<file path="src/rtl/alu_mp_seq_pkg.sv">
`default_nettype none
// ============================================================================
// Module      : alu_mp_seq_pkg
// Description : Shared definitions for the multi-pass ALU sequencer.
//               Holds the ALU opcode encodings used by alu_para and the
//               sequencer FSM state encodings.
// Revision    : 1.0 - initial release
// ============================================================================
package alu_mp_seq_pkg;

    typedef logic [2:0] alu_op_t;
    typedef logic [1:0] state_t;

    // ALU opcodes. Bit 2 selects inverted B (subtract / compare).
    localparam alu_op_t OP_AND = 3'b000;
    localparam alu_op_t OP_OR  = 3'b001;
    localparam alu_op_t OP_ADD = 3'b010;
    localparam alu_op_t OP_SUB = 3'b110;
    localparam alu_op_t OP_SLT = 3'b111;

    // Sequencer FSM states
    localparam state_t S_IDLE = 2'd0;
    localparam state_t S_RUN  = 2'd1;
    localparam state_t S_DONE = 2'd2;

endpackage : alu_mp_seq_pkg
`default_nettype wire

</file>
<file path="src/rtl/alu_mp_seq_if.sv">
`default_nettype none
// ============================================================================
// Module      : alu_mp_seq_if
// Description : Request/response bundle of the multi-pass ALU sequencer.
//               Request side : in_valid/in_ready, in_a, in_b, in_op, in_cin
//               Response side: out_valid/out_ready, out_res, out_cout
//                              (+ out_zero when ALU_MP_ZERO_FLAG_EN is defined)
//               modport master : the requester / result consumer
//               modport slave  : the sequencer
// Revision    : 1.0 - initial release
// ============================================================================
interface alu_mp_seq_if #(
    parameter int BW = 32,
    parameter int NW = 4
);
    localparam int c_W = BW * NW;

    logic             in_valid;
    logic             in_ready;
    logic [c_W-1:0]   in_a;
    logic [c_W-1:0]   in_b;
    logic [2:0]       in_op;
    logic             in_cin;
    logic             out_valid;
    logic             out_ready;
    logic [c_W-1:0]   out_res;
    logic             out_cout;
`ifdef ALU_MP_ZERO_FLAG_EN
    logic             out_zero;

    modport master (
        output in_valid, in_a, in_b, in_op, in_cin, out_ready,
        input  in_ready, out_valid, out_res, out_cout, out_zero
    );
    modport slave (
        input  in_valid, in_a, in_b, in_op, in_cin, out_ready,
        output in_ready, out_valid, out_res, out_cout, out_zero
    );
`else
    modport master (
        output in_valid, in_a, in_b, in_op, in_cin, out_ready,
        input  in_ready, out_valid, out_res, out_cout
    );
    modport slave (
        input  in_valid, in_a, in_b, in_op, in_cin, out_ready,
        output in_ready, out_valid, out_res, out_cout
    );
`endif

endinterface : alu_mp_seq_if
`default_nettype wire

</file>
<file path="src/rtl/alu_para.sv">
`default_nettype none
// ============================================================================
// Module      : alu_para
// Description : Combinational BW-bit ALU slice with carry in/out.
//               Ports: a, b (BW) operands; op (3) opcode; c_in carry in;
//                      out (BW) result; c_out carry out of the adder.
//               The adder always runs (a + b' + c_in, b' = ~b when op[2]),
//               so c_out is the adder carry for every opcode, including
//               the logic ops.
// Revision    : 1.0 - initial release
// ============================================================================
module alu_para
    import alu_mp_seq_pkg::*;
#(
    parameter int BW = 32
) (
    input  wire logic [BW-1:0] a,
    input  wire logic [BW-1:0] b,
    input  wire logic [2:0]    op,
    input  wire logic          c_in,
    output logic      [BW-1:0] out,
    output logic               c_out
);

    logic [BW-1:0] w_b_eff;
    logic [BW-1:0] w_sum;
    logic          w_carry;
    logic          w_ovf;

    assign w_b_eff = op[2] ? ~b : b;
    assign {w_carry, w_sum} = {1'b0, a} + {1'b0, w_b_eff} + (BW+1)'(c_in);
    // Signed overflow: operands agree in sign, result disagrees
    assign w_ovf = (a[BW-1] == w_b_eff[BW-1]) && (w_sum[BW-1] != a[BW-1]);
    assign c_out = w_carry;

    always_comb begin
        out = '0;
        case (op)
            OP_AND:  out = a & b;
            OP_OR:   out = a | b;
            OP_SLT:  out[0] = w_sum[BW-1] ^ w_ovf;
            default: out = w_sum;
        endcase
    end

endmodule : alu_para
`default_nettype wire

</file>
<file path="src/rtl/alu_mp_seq.sv">
`default_nettype none
// ============================================================================
// Module      : alu_mp_seq
// Description : Initiator-side sequencer driving one alu_para slice. A wide
//               (BW*NW) operation is executed as NW consecutive BW-bit
//               passes, least significant word first, with the carry chained
//               through a register between passes.
//               Ports: clk, rst (sync, active high), bus (alu_mp_seq_if.slave)
//               Config macro: ALU_MP_ZERO_FLAG_EN adds bus.out_zero, set
//               when every result bit of the wide operation is zero.
// Revision    : 1.0 - initial release
// ============================================================================
module alu_mp_seq
    import alu_mp_seq_pkg::*;
#(
    parameter int BW = 32,
    parameter int NW = 4
) (
    input  wire logic    clk,
    input  wire logic    rst,
    alu_mp_seq_if.slave  bus
);

    localparam int c_W  = BW * NW;
    localparam int c_KW = (NW < 2) ? 1 : $clog2(NW + 1);

    state_t          r_state;
    state_t          w_state_nxt;
    logic [c_W-1:0]  r_a;
    logic [c_W-1:0]  r_b;
    logic [2:0]      r_op;
    logic            r_carry;
    logic            r_cout;
    logic [c_KW-1:0] r_k;
    logic [c_W-1:0]  r_res;
    logic [c_W-1:0]  w_res_nxt;
    logic [BW-1:0]   w_a_slice;
    logic [BW-1:0]   w_b_slice;
    logic [BW-1:0]   w_alu_out;
    logic            w_alu_cout;
    logic            w_accept;
    logic            w_run;
    logic            w_last;

    assign w_accept = (r_state == S_IDLE) && bus.in_valid;
    assign w_run    = (r_state == S_RUN);
    assign w_last   = (r_k == c_KW'(NW - 1));

    // ------------------------------------------------------------------
    // FSM: state register
    // ------------------------------------------------------------------
    always_ff @(posedge clk) begin
        if (rst) begin
            r_state <= S_IDLE;
        end else begin
            r_state <= w_state_nxt;
        end
    end

    // ------------------------------------------------------------------
    // FSM: next-state logic
    // ------------------------------------------------------------------
    always_comb begin
        w_state_nxt = r_state;
        case (r_state)
            S_IDLE:  if (bus.in_valid)  w_state_nxt = S_RUN;
            S_RUN:   if (w_last)        w_state_nxt = S_DONE;
            S_DONE:  if (bus.out_ready) w_state_nxt = S_IDLE;
            default:                    w_state_nxt = S_IDLE;
        endcase
    end

    // ------------------------------------------------------------------
    // FSM: outputs
    // ------------------------------------------------------------------
    always_comb begin
        bus.in_ready  = (r_state == S_IDLE);
        bus.out_valid = (r_state == S_DONE);
        bus.out_res   = r_res;
        bus.out_cout  = r_cout;
    end

    // ------------------------------------------------------------------
    // Slice select: operand words for pass k and the result with word k
    // replaced. Constant-index muxes keep every part-select static.
    // ------------------------------------------------------------------
    always_comb begin
        w_a_slice = '0;
        w_b_slice = '0;
        w_res_nxt = r_res;
        for (int i = 0; i < NW; i++) begin
            if (r_k == c_KW'(i)) begin
                w_a_slice                = r_a[i*BW +: BW];
                w_b_slice                = r_b[i*BW +: BW];
                w_res_nxt[i*BW +: BW]    = w_alu_out;
            end
        end
    end

    alu_para #(
        .BW (BW)
    ) u_alu (
        .a     (w_a_slice),
        .b     (w_b_slice),
        .op    (r_op),
        .c_in  (r_carry),
        .out   (w_alu_out),
        .c_out (w_alu_cout)
    );

    // ------------------------------------------------------------------
    // Datapath: operand capture, carry chain, result assembly
    // ------------------------------------------------------------------
    always_ff @(posedge clk) begin
        if (rst) begin
            r_a     <= '0;
            r_b     <= '0;
            r_op    <= '0;
            r_carry <= 1'b0;
            r_cout  <= 1'b0;
            r_k     <= '0;
            r_res   <= '0;
        end else if (w_accept) begin
            r_a     <= bus.in_a;
            r_b     <= bus.in_b;
            r_op    <= bus.in_op;
            r_carry <= bus.in_cin;
            r_k     <= '0;
        end else if (w_run) begin
            r_res   <= w_res_nxt;
            r_carry <= w_alu_cout;
            // k counts up to NW at most, which fits in c_KW bits
            r_k     <= r_k + c_KW'(1);
            if (w_last) begin
                r_cout <= w_alu_cout;
            end
        end
    end

`ifdef ALU_MP_ZERO_FLAG_EN
    // ------------------------------------------------------------------
    // Zero flag: OR-accumulate every slice result, resolve on last pass
    // ------------------------------------------------------------------
    logic r_nz;
    logic r_zero;

    always_ff @(posedge clk) begin
        if (rst) begin
            r_nz   <= 1'b0;
            r_zero <= 1'b0;
        end else if (w_accept) begin
            r_nz   <= 1'b0;
        end else if (w_run) begin
            r_nz <= r_nz | (|w_alu_out);
            if (w_last) begin
                r_zero <= ~(r_nz | (|w_alu_out));
            end
        end
    end

    assign bus.out_zero = r_zero;
`endif

endmodule : alu_mp_seq
`default_nettype wire

</file>
<file path="src/flat_wrapper.sv">
// flat-port wrapper written by rule: the top's interface ports become plain ports
module alu_mp_seq_flat import alu_mp_seq_pkg::*;
#(
    parameter int BW = 32,
    parameter int NW = 4
)
  (clk, rst, bus_in_valid, bus_in_a, bus_in_b, bus_in_op, bus_in_cin, bus_out_ready, bus_in_ready, bus_out_valid, bus_out_res, bus_out_cout);
  alu_mp_seq_if #(.BW(BW), .NW(NW)) bus_i ();
  input  wire logic clk;
  input  wire logic rst;
  input wire logic [$bits(bus_i.in_valid)-1:0] bus_in_valid;
  input wire logic [$bits(bus_i.in_a)-1:0] bus_in_a;
  input wire logic [$bits(bus_i.in_b)-1:0] bus_in_b;
  input wire logic [$bits(bus_i.in_op)-1:0] bus_in_op;
  input wire logic [$bits(bus_i.in_cin)-1:0] bus_in_cin;
  input wire logic [$bits(bus_i.out_ready)-1:0] bus_out_ready;
  output wire logic [$bits(bus_i.in_ready)-1:0] bus_in_ready;
  output wire logic [$bits(bus_i.out_valid)-1:0] bus_out_valid;
  output wire logic [$bits(bus_i.out_res)-1:0] bus_out_res;
  output wire logic [$bits(bus_i.out_cout)-1:0] bus_out_cout;
  assign bus_i.in_valid = bus_in_valid;
  assign bus_i.in_a = bus_in_a;
  assign bus_i.in_b = bus_in_b;
  assign bus_i.in_op = bus_in_op;
  assign bus_i.in_cin = bus_in_cin;
  assign bus_i.out_ready = bus_out_ready;
  assign bus_in_ready = bus_i.in_ready;
  assign bus_out_valid = bus_i.out_valid;
  assign bus_out_res = bus_i.out_res;
  assign bus_out_cout = bus_i.out_cout;
  alu_mp_seq #(.BW(BW), .NW(NW)) u_core (.clk(clk), .rst(rst), .bus(bus_i));
endmodule
</file>
<file path="config.mk">
export PLATFORM = sky130hd
export DESIGN_NAME = alu_mp_seq_flat
export DESIGN_NICKNAME = d
export VERILOG_FILES = /design/src/rtl/alu_mp_seq_pkg.sv /design/src/rtl/alu_mp_seq_if.sv /design/src/rtl/alu_para.sv /design/src/rtl/alu_mp_seq.sv /design/src/flat_wrapper.sv
export SDC_FILE = /design/constraint.sdc
export NUM_CORES = 1
export LEC_CHECK = 0
export CORE_MARGIN = 2
export CORE_UTILIZATION = 50
export DETAILED_ROUTE_END_ITERATION = 8
export DONT_BUFFER_PORTS = 1
export HOLD_SLACK_MARGIN = 0.08
export PLACE_DENSITY = 0.74
export SYNTH_ARGS = -nofsm -noshare
export SYNTH_HDL_FRONTEND = slang
export SYNTH_SLANG_ARGS = --single-unit
</file>
<file path="constraint.sdc">
create_clock -name clk -period 5.2 [get_ports clk]
set_clock_uncertainty 0.05 [all_clocks]
set_input_delay 1.3 -clock clk [delete_from_list [all_inputs] [get_ports clk]]
set_output_delay 1.3 -clock clk [all_outputs]
set_load 0.02 [all_outputs]
</file>
== Word-level counts from Yosys, hierarchy flattened ==
Cells that the tools add are included.

* Input port bits: 264
* Output and inout bits: 131
* Register bits after elaboration: 394

* Bitwise gates (word level): 5
* Multiplexer cells: 17
* Equality and inequality tests: 12
* Add/subtract/negate cells: 3
* Reduce and logical (&&, ||, !) cells: 12

{| class="wikitable"
|+ Operators with widths
! cell !! number
|-
| 2-to-1 mux 32 bit || 9
|-
| case mux 31 bit (3 select lines) || 1
|-
| adder 32 x 32 -> 33 bit || 1
|-
| adder 33 x 1 -> 33 bit || 1
|-
| bitwise AND 32 bit || 1
|-
| NOT 32 bit || 1
|-
| OR 32 bit || 1
|-
| AND reduction 3 bit || 5
|-
| equality test 3 x 1 -> 1 bit (second input constant) || 2
|-
| equality test 3 x 2 -> 1 bit (second input constant) || 2
|-
| logical NOT 3 bit || 2
|-
| 2-to-1 mux 2 bit || 3
|-
| inequality test 2 bit (second input constant) || 3
|-
| case mux 2 bit (3 select lines) || 1
|-
| adder 3 x 1 -> 3 bit (second input constant) || 1
|-
| equality test 3 bit (second input constant) || 1
|-
| case mux 1 bit (3 select lines) || 1
|-
| equality test 2 x 1 -> 1 bit (second input constant) || 1
|-
| equality test 2 bit (second input constant) || 1
|-
| logical AND 1 bit || 2
|-
| logical NOT 2 bit || 1
|-
| 2-to-1 mux 1 bit || 2
|-
| nonzero test 2 bit || 1
|-
| OR reduction 2 bit || 1
|-
| other kinds (4) || 4
|}

== Depth between registers and ports, before layout ==
Gate-level depths: netlist (run 1).

* Depth in word-level cells: 13
* Mapped depth: 21
* Mapped depth without buffers: 18

== Modules after synthesis ==
Synthesis (run 1) repeated with hierarchy kept, for this count alone.

* Cell total of the unflattened synthesis: 2399
* Area total of the unflattened synthesis: 17963.5 µm²

{| class="wikitable"
|+ By module, submodules not included
! module !! instances !! cells an instance !! area an instance (µm²) !! sequential area each (µm²)
|-
| alu_mp_seq || 1 || 2027 || 15407.3 || 7887.6
|-
| alu_para || 1 || 372 || 2556.2 || 0.0
|}

== Worst setup path after synthesis (run 1) ==
Ideal clock, no wire load.

* Path type: reg-to-reg
* Start: reg u_core.r_k[0]
* End: reg u_core.r_res[57] (netlist: u_core.bus.out_res[57])
* Clock period less this slack: 4.159 ns
* Library setup time: 0.139 ns
* Buffers on the path: 3
* Arrival time: 3.970 ns
* Slack: 1.041 ns
* Stages on the path, launching flop included: 20
* Cell sequence: dfxtp_1 > inv_1 > ha_1 > buf_4 > nor3b_2 > buf_6 > buf_6 > a221o_1 > o21ai_0 > o21ai_1 > xnor2_1 > ha_1 > nor2b_1 > o2111ai_1 > a211oi_2 > nor3_2 > a311oi_1 > or3_1 > a31oi_2 > a211oi_1

* Cells in the longest elaborated chain, start to end: 10
* Elaborated cells on any way between the ends: 20
* Those cells by class: 2 x add/sub; 3 x eq/ne; 10 x mux; 3 x bitwise; 2 x reduce/logical

{| class="wikitable"
|+ Ends and longest elaborated chain
! item !! line !! source
|-
| start: declaration || alu_mp_seq.sv:34 || <nowiki>logic [c_KW-1:0] r_k;</nowiki>
|-
| start signal: assignment || alu_mp_seq.sv:133 || <nowiki>r_k <= r_k + c_KW'(1);</nowiki>
|-
| logical NOT 3 bit || alu_mp_seq.sv:92 || <nowiki>if (r_k == c_KW'(i)) begin</nowiki>
|-
| 2-to-1 mux 32 bit (4 in series) || alu_mp_seq.sv:92 ||
|-
| NOT 32 bit || alu_para.sv:30 || <nowiki>assign w_b_eff = op[2] ? ~b : b;</nowiki>
|-
| 2-to-1 mux 32 bit || alu_para.sv:30 ||
|-
| adder 32 x 32 -> 33 bit || alu_para.sv:31 || <nowiki>assign {w_carry, w_sum} = {1'b0, a} + {1'b0, w_b_eff} + (BW+1)'(c_in);</nowiki>
|-
| adder 33 x 1 -> 33 bit || alu_para.sv:31 ||
|-
| case mux 31 bit (3 select lines) || alu_para.sv:38 || <nowiki>case (op)</nowiki>
|-
| end signal: assignment || alu_mp_seq.sv:130 || <nowiki>r_res <= w_res_nxt;</nowiki>
|-
| end: declaration || alu_mp_seq.sv:35 || <nowiki>logic [c_W-1:0] r_res;</nowiki>
|}

Parallel ways exist; a longest one is shown, timed or not.
A chain may end at the register's enable or synchronous reset.

== Final worst setup path (run 1) ==
* Start: reg u_core.r_k[0]
* End: reg u_core.r_res[121] (netlist: u_core.bus.out_res[121])

Same word-level chain as after synthesis.

==> results of run 1 <==
placed cells by master (no fill, tap or decap), types with 5 or more instances in the layout:
master,instances
sky130_fd_sc_hd__a211oi_1,54
sky130_fd_sc_hd__a211oi_2,5
sky130_fd_sc_hd__a21o_1,18
sky130_fd_sc_hd__a21oi_1,366
sky130_fd_sc_hd__a21oi_2,9
sky130_fd_sc_hd__a221o_1,19
sky130_fd_sc_hd__a221oi_1,33
sky130_fd_sc_hd__a22oi_1,7
sky130_fd_sc_hd__a31oi_1,7
sky130_fd_sc_hd__and3_1,6
sky130_fd_sc_hd__and3b_1,5
sky130_fd_sc_hd__buf_12,5
sky130_fd_sc_hd__buf_4,46
sky130_fd_sc_hd__clkbuf_1,8
sky130_fd_sc_hd__clkbuf_16,42
sky130_fd_sc_hd__clkbuf_8,12
sky130_fd_sc_hd__clkinv_2,5
sky130_fd_sc_hd__dfxtp_1,394
sky130_fd_sc_hd__ha_1,35
sky130_fd_sc_hd__inv_1,29
sky130_fd_sc_hd__maj3_1,29
sky130_fd_sc_hd__nand2_1,662
sky130_fd_sc_hd__nand2b_1,12
sky130_fd_sc_hd__nand3_1,31
sky130_fd_sc_hd__nand3b_1,37
sky130_fd_sc_hd__nand4_1,20
sky130_fd_sc_hd__nor2_1,130
sky130_fd_sc_hd__nor2b_1,5
sky130_fd_sc_hd__nor3_1,41
sky130_fd_sc_hd__o211ai_1,7
sky130_fd_sc_hd__o211ai_2,6
sky130_fd_sc_hd__o21a_1,9
sky130_fd_sc_hd__o21ai_0,95
sky130_fd_sc_hd__o21ai_1,24
sky130_fd_sc_hd__o21bai_1,8
sky130_fd_sc_hd__o31ai_1,13
sky130_fd_sc_hd__or3_1,10
sky130_fd_sc_hd__xnor2_1,45
sky130_fd_sc_hd__xor2_1,5
stage by stage:
step	hold WS (ps)	instances	instance area, um2
6_report	404	2907	20700
5_1_grt	420	2907	20700
4_1_cts	402	2905	20600
3_5_place_dp	393	2828	19100
3_3_place_gp	391	2828	19100
2_1_floorplan	381	2464	18900
Yosys cell counts (6+ instances only):
master / number / area share, %
sky130_fd_sc_hd__xnor2_1: 45 / 2.1
sky130_fd_sc_hd__o21ai_0: 96 / 2.5
sky130_fd_sc_hd__nand2_1: 663 / 13
sky130_fd_sc_hd__and3_1: 6 / 0.20
sky130_fd_sc_hd__a31oi_1: 7 / 0.23
sky130_fd_sc_hd__maj3_1: 29 / 1.5
sky130_fd_sc_hd__a211oi_1: 55 / 2.2
sky130_fd_sc_hd__or3_1: 10 / 0.33
sky130_fd_sc_hd__nand3_1: 31 / 0.82
sky130_fd_sc_hd__clkbuf_1: 149 / 3.0
sky130_fd_sc_hd__buf_2: 18 / 0.48
sky130_fd_sc_hd__a22oi_1: 8 / 0.32
sky130_fd_sc_hd__o21bai_1: 8 / 0.32
sky130_fd_sc_hd__dfxtp_1: 394 / 42
sky130_fd_sc_hd__o211ai_2: 6 / 0.40
sky130_fd_sc_hd__a221o_1: 19 / 1.0
sky130_fd_sc_hd__buf_1: 12 / 0.24
sky130_fd_sc_hd__inv_1: 29 / 0.58
sky130_fd_sc_hd__nand2b_1: 13 / 0.43
sky130_fd_sc_hd__nor2_1: 133 / 2.6
sky130_fd_sc_hd__a21oi_1: 371 / 9.8
sky130_fd_sc_hd__nor2b_1: 6 / 0.20
sky130_fd_sc_hd__o21a_1: 9 / 0.36
sky130_fd_sc_hd__o211ai_1: 7 / 0.28
sky130_fd_sc_hd__a21o_1: 18 / 0.72
sky130_fd_sc_hd__buf_4: 10 / 0.40
sky130_fd_sc_hd__nand3b_1: 37 / 1.5
sky130_fd_sc_hd__ha_1: 36 / 2.4
sky130_fd_sc_hd__o31ai_1: 14 / 0.56
sky130_fd_sc_hd__nand4_1: 20 / 0.66
sky130_fd_sc_hd__o21ai_1: 24 / 0.64
sky130_fd_sc_hd__nor3_1: 41 / 1.1
sky130_fd_sc_hd__a221oi_1: 34 / 1.6
worst register-to-register path, delay by kind of cell (launching register included):
kind	cells	cell delay [ps]
DFF	1	410
buffers and inverters	2	280
xor gates and xnor gates	1	130
and+or+nand+nor	4	1060
AOI/OAI and AO/OA	8	2340
adders and majority gates	2	710
area by class of cell:
type                            instances  area share, %
Multi-Input combinational cell       1845           49.1
Sequential cell                       394           38.2
Clock buffer                           62           6.03
Tap cell                              511           3.09
Timing Repair Buffer                   51           2.16
Clock inverter                         13          0.860
Inverter                               30          0.545
Antenna cell                            1         0.0121
metal layers:
layer / wire (um) / vias up / GRT usage [%]
met4: 3020 / 0 / 14.7
met5: 0 / - / 0
met2: 30900 / 843 / 53.2
met3: 5900 / 134 / 6.35
met1: 27600 / 8459 / 44.3
li1: - / 8355 / -
power groups by stage:
stage          Combinational (W)  Clock, W  Sequential, W
6_report                 0.00118   0.00309        0.00329
5_1_grt                  0.00127   0.00322        0.00331
4_1_cts                  0.00115   0.00311        0.00329
3_5_place_dp             0.00114         0        0.00336
3_3_place_gp             0.00113         0        0.00335
2_1_floorplan           0.000856         0        0.00332
worst paths after layout:
path	from	endpoint	slack, ps	cells past startpoint
max	u_core.r_k[0]$_SDFFE_PP0P_	u_core.bus.out_res[121]$_SDFFE_PP0P_	70	17
min	u_core.r_a[64]$_SDFFE_PP0P_	u_core.r_a[64]$_SDFFE_PP0P_	400	2
max reg2reg	u_core.r_k[0]$_SDFFE_PP0P_	u_core.bus.out_res[121]$_SDFFE_PP0P_	70	17
min reg2reg	u_core.r_a[64]$_SDFFE_PP0P_	u_core.r_a[64]$_SDFFE_PP0P_	400	2
state kept, by name, indices dropped and copies added, names as in the netlist:
name,flops
u_core.r_state,2
u_core.r_b,128
u_core.bus.out_cout,1
u_core.bus.out_res,128
u_core.r_op,3
u_core.r_a,128
u_core.r_k,3
u_core.r_carry,1
kinds of logic (layout without fill, tap and decap cells):
family	Yosys count	in the layout	share of synthesized area, %
xor+xnor	50	50	2.32
simple gates	990	990	22.4
buf+inv	225	156	5.00
flops	394	394	41.8
other cells	0	1	0
fa+ha+maj	69	69	4.26
compound gates	733	733	24.1
mux	3	3	0.166
timing repair:
item / CTS / global route
setup endpoints to repair: 8 / 52
pin swaps: 0 / 1
buffers inserted: 2 / 1
cloned: 0 / 0
resized for setup: 4 / 12
==> out/results.md, run 1 <==
| Metric | Value | Unit |
| --- | --- | --- |
| DIE HEIGHT | 198 | um |
| Vias after detailed routing | 17,800 | - |
| Required time worst endpoint | 5570 | ps |
| Pint | 0.00537 | W |
| Buffering stage count on the worst path with inverters included | 2 | - |
| Number of nets still failing antenna checks after routing | 0 | - |
| CP cell instances | inv_1 > ha_1 > nor3b_4 > buf_12 > a221oi_1 > nor3_1 > a21oi_2 > xnor2_1 > ha_1 > a21o_1 > a21oi_2 > a211oi_2 > nor3_4 > a311oi_2 > or3_1 > a31oi_2 > a211oi_1 | - |
| Yosys warnings | 0 | - |
| Final slew viol count | 0 | - |
| Final core occ | 55.2 | % |
| H-Tree Level Count | 2 | - |
| Power per cell area | 366 | nW/um2 |
| Number of fillers in the final layout | 3,579 | - |
| DRC errors left | 0 | - |
| Final setup fails | 0 | - |
| Portion of total power attributed to the clock network | 40.8 | % |
| Number of violations of the max-capacitance limit | 0 | - |
| Highest-delay cell along the critical path | sky130_fd_sc_hd__a221oi_1 | - |
| Minimum clock period | 5130 | ps |
| Final hold violation count | 0 | - |
| Path type of the worst setup path | reg2reg | - |
| Boundary pin count | 395 | - |
| Clock Tree Root | sky130_fd_sc_hd__clkbuf_16 | - |
| Startpoint type of the worst setup path | flip-flop | - |
| GRT Residual Overflow | 0 | - |
| Sinks on the clock net | 394 | - |
| Number of nets at the end of the flow | 2,665 | - |
| Post-CTS Hold Buffers | 0 | - |
| Kind of cell adding the most delay to the critical path | compound AO/OA/AOI/OAI gates | - |
| Outcome | completed | - |
| Timing-limited maximum frequency | 0.195 | GHz |
| Bufs on Longest Clock Path | 3 | - |
| Peak VDD IR | 0.000303 | V |
| Part of the Yosys area used for sequential elements | 41.8 | % |
| Combinational share of power | 15.6 | % |
| Switch share | 29.0 | % |
| Layout overhead on the synthesized area | 9.53 | % |
| Async S/R FF share, synth | 0 | % |
| Die area | 39,300 | um2 |
| Number of optimization iterations in the first detailed-route pass | 5 | - |
| Post-synth net total | 2,766 | - |
| Synthesized cell area | 18,900 | um2 |
| Post-place setup slack | -88.4 | ps |
| Placer's final routability congestion estimate | 0.973 | - |
| Final critical-path setup slack | 67.7 | ps |
| Largest net degree at the start of global routing | 404 | - |
| Rel. slew slack | 12.1 | % |
| Routed wire length per instance | 23.2 | um |
| Setup TNS | 0 | ps |
| Clock latency on the worst-skew pair | 580 | ps |
| Half-perimeter wire length after detailed placement | 49,400 | um |
| DRT Wirelength | 67,400 | um |
| Port Buf Inserts | 0 | - |
| Number of unique standard cell types used by synthesis | 79 | - |
| Overall Global Routing Usage | 33.5 | % |
| Setup repair after global routing missed its margin | true | - |
| Area occupied by multi-input gates | 10,100 | um2 |
| Maximum fanout along the worst path | 39 | - |
| Initial drt markers | 1,786 | - |
| Chip width | 198 | um |
| Sort of element at the end of the critical path | flip-flop | - |
| Core Footprint | 37,400 | um2 |
| Arrival time of data at the critical path endpoint | 5500 | ps |
| Number of antenna violations at the first check in global routing | 1 | - |
| Synthesized area divided by synthesized cell count | 7.65 | um2 |
| Sequential share of power | 43.6 | % |
| Post-route clock period utilization | 98.7 | % |
| Flop and latch count out of synthesis | 394 | - |
| First-pass GRT wire length | 99,800 | um |
| Avg Vias per Cell | 6.12 | - |
| Static Leak | 7.56 | nW |
| Number of buffers created by CTS | 41 | - |
| Synthesized instance count | 2,464 | - |
| Share of cells above drive strength 1 | 7.64 | % |
| Crit-path max cell delay | 560 | ps |
| Area of all sequential standard cells | 7890 | um2 |
| TritonCTS clock tree | built | - |
| Clock transition at the register clock pins on the worst setup and hold paths after CTS | 60 | ps |
| Leading register cell type out of synthesis | sky130_fd_sc_hd__dfxtp_1 | - |
| Vias in the first global route | 16,600 | - |
| Total power of the final layout | 0.00756 | W |
| Std cell rows | 71 | - |
| Number of enable flip-flop cells after synthesis | 0 | - |
| Initial core utilization | 50.4 | % |
| Type of the worst min-delay path | reg2reg | - |
| Net load switching power | 0.00219 | W |
| Worst-Margin Slew | 1320 | ps |
Power figures use the tool's default switching activity.
==> run 2, diff against run 1 <==
--- a/config.mk
+++ b/config.mk
@@ -5,12 +5,14 @@
 export SDC_FILE = /design/constraint.sdc
 export NUM_CORES = 1
 export LEC_CHECK = 0
+export CELL_PAD_IN_SITES_DETAIL_PLACEMENT = 0
+export CELL_PAD_IN_SITES_GLOBAL_PLACEMENT = 1
 export CORE_MARGIN = 2
-export CORE_UTILIZATION = 50
+export CORE_UTILIZATION = 46
 export DETAILED_ROUTE_END_ITERATION = 8
 export DONT_BUFFER_PORTS = 1
 export HOLD_SLACK_MARGIN = 0.08
-export PLACE_DENSITY = 0.74
+export PLACE_DENSITY = 0.88
 export SYNTH_ARGS = -nofsm -noshare
 export SYNTH_HDL_FRONTEND = slang
 export SYNTH_SLANG_ARGS = --single-unit
==> run 2 against run 1 <==
  * Sequential share of layout area down 0.22 points
  * Global-route usage down 2.3 points
  * Via count down 0.26%
  * Register-to-register slack better by 110 ps
  * Fmax up 2.2%
  * Largest power group unchanged
==> out/results.md, run 2 (synthesized netlist as in run 1, its figures left out) <==
| Metric | Value | Unit |
| --- | --- | --- |
| Final hold violation count | 0 | - |
| Sort of element at the end of the critical path | flip-flop | - |
| Bufs on Longest Clock Path | 3 | - |
| Number of nets at the end of the flow | 2,668 | - |
| Required time worst endpoint | 5590 | ps |
| Setup TNS | 0 | ps |
| Port Buf Inserts | 0 | - |
| Overall Global Routing Usage | 31.1 | % |
| CP cell instances | inv_1 > ha_2 > nor2b_4 > buf_4 > a221o_1 > o21ai_0 > o21ai_0 > buf_4 > xnor2_1 > ha_1 > a21oi_1 > nand2_1 > a21o_1 > o21ai_1 > and3_1 > or3_1 > o2111ai_1 > a41o_1 | - |
| Number of antenna violations at the first check in global routing | 6 | - |
| Buffering stage count on the worst path with inverters included | 3 | - |
| Initial core utilization | 46.4 | % |
| Die area | 42,600 | um2 |
| Share of cells above drive strength 1 | 8.01 | % |
| First-pass GRT wire length | 99,400 | um |
| Area occupied by multi-input gates | 10,200 | um2 |
| Power per cell area | 370 | nW/um2 |
| Highest-delay cell along the critical path | sky130_fd_sc_hd__ha_1 | - |
| Chip width | 206 | um |
| Static Leak | 7.60 | nW |
| Number of nets still failing antenna checks after routing | 0 | - |
| Startpoint type of the worst setup path | flip-flop | - |
| Worst-Margin Slew | 1440 | ps |
| Largest net degree at the start of global routing | 404 | - |
| GRT Residual Overflow | 0 | - |
| Kind of cell adding the most delay to the critical path | compound AO/OA/AOI/OAI gates | - |
| Maximum fanout along the worst path | 18 | - |
| Clock latency on the worst-skew pair | 570 | ps |
| Vias in the first global route | 16,000 | - |
| Commonest cells after routing, fill and taps aside | 662 x sky130_fd_sc_hd__nand2_1, 393 x sky130_fd_sc_hd__dfxtp_1, 369 x sky130_fd_sc_hd__a21oi_1 | - |
| Boundary pin count | 395 | - |
| Initial drt markers | 1,945 | - |
| Vias after detailed routing | 17,700 | - |
| Number of buffers created by CTS | 43 | - |
| H-Tree Level Count | 2 | - |
| Area of all sequential standard cells | 7890 | um2 |
| Type of the worst min-delay path | reg2reg | - |
| Peak VDD IR | 0.000208 | V |
| Post-route clock period utilization | 96.6 | % |
| Std cell rows | 74 | - |
| Clock Tree Root | sky130_fd_sc_hd__clkbuf_16 | - |
| TritonCTS clock tree | built | - |
| Commonest non-fill, non-tap cell in the layout | sky130_fd_sc_hd__nand2_1 | - |
| Post-CTS Hold Buffers | 0 | - |
| Sinks on the clock net | 394 | - |
| Minimum clock period | 5020 | ps |
| Final setup fails | 0 | - |
| Path type of the worst setup path | reg2reg | - |
| Rel. slew slack | 4.30 | % |
| Clock transition at the register clock pins on the worst setup and hold paths after CTS | 60 | ps |
| Number of fillers in the final layout | 3,915 | - |
| Core Footprint | 40,600 | um2 |
| DIE HEIGHT | 206 | um |
| Crit-path max cell delay | 430 | ps |
| Number of violations of the max-capacitance limit | 0 | - |
| Routed wire length per instance | 23.5 | um |
| DRC errors left | 0 | - |
| Final slew viol count | 0 | - |
| Avg Vias per Cell | 6.05 | - |
| Number of optimization iterations in the first detailed-route pass | 5 | - |
| Half-perimeter wire length after detailed placement | 50,600 | um |
| Timing-limited maximum frequency | 0.199 | GHz |
| Setup repair after global routing missed its margin | false | - |
| Placer's final routability congestion estimate | 0.970 | - |
| Layout overhead on the synthesized area | 10.2 | % |
| Arrival time of data at the critical path endpoint | 5410 | ps |
| Total power of the final layout | 0.00769 | W |
| Outcome | completed | - |
| DRT Wirelength | 69,000 | um |
## run 2: changes by cell type in the layout (fill, tap and decap cells not counted), moves of 3 or more
| cell | delta |
|---|---|
| sky130_fd_sc_hd__a21oi_2 | -3 |
| sky130_fd_sc_hd__a21oi_1 | +3 |
| sky130_fd_sc_hd__clkbuf_1 | -3 |
| sky130_fd_sc_hd__clkinvlp_4 | +3 |
| sky130_fd_sc_hd__clkbuf_16 | +3 |
| sky130_fd_sc_hd__clkbuf_8 | -3 |
| sky130_fd_sc_hd__diode_2 | +4 |
## run 2: path summary, 6_finish.rpt
path                                         end                         from  depth (start not counted)  slack (ps)
max          u_core.bus.out_res[94]$_SDFFE_PP0P_   u_core.r_k[1]$_SDFFE_PP0P_                         18         180
min                  u_core.r_a[78]$_SDFFE_PP0P_  u_core.r_a[78]$_SDFFE_PP0P_                          2         400
max reg2reg  u_core.bus.out_res[94]$_SDFFE_PP0P_   u_core.r_k[1]$_SDFFE_PP0P_                         18         180
min reg2reg          u_core.r_a[78]$_SDFFE_PP0P_  u_core.r_a[78]$_SDFFE_PP0P_                          2         400
## run 2: worst min-delay path, cell delays in order, from the launching register on
cell	delay (ps)
sky130_fd_sc_hd__dfxtp_1	310
sky130_fd_sc_hd__nand2_1	50
sky130_fd_sc_hd__a21oi_1	50
## run 2: routing by layer
metal	part of all wire (%)	GRT usage (%)
met1	43	41.9
met5	0.019	0
met4	3.6	11.6
met3	7.6	5.76
met2	46	49.5
## run 2: stage by stage
step	hold WS [ps]	instances	setup WS, ps	utilization [%]	cell area (um2)
CTS	403	2926	32.0	50.8	20700
global route	420	2934	25.1	51.1	20800
finish	401	2934	179	51.1	20800
global placement	390	2850	186	47.1	19200
floorplan	381	2464	1040	-	18900
detailed placement	394	2850	62.2	47.1	19200
## run 2: repair_timing
action                                  CTS  global route
endpoints found under the setup margin    0            63
buffers inserted                          0             2
gates resized for setup                   0            18
## run 2: where the power goes
group,internal (W),switching [W]
Sequential,0.00317,0.000129
Clock,0.00195,0.00126
Combinational,0.000388,0.000794
## run 2: layout make-up
cell class	instances	area share [%]
antenna	5	0.0602
clock inverter	17	1.08
multi-input combinational	1846	49.0
tap	532	3.20
inverter	30	0.542
timing repair buffer	51	2.08
sequential	394	38.0
clock buffer	59	6.10
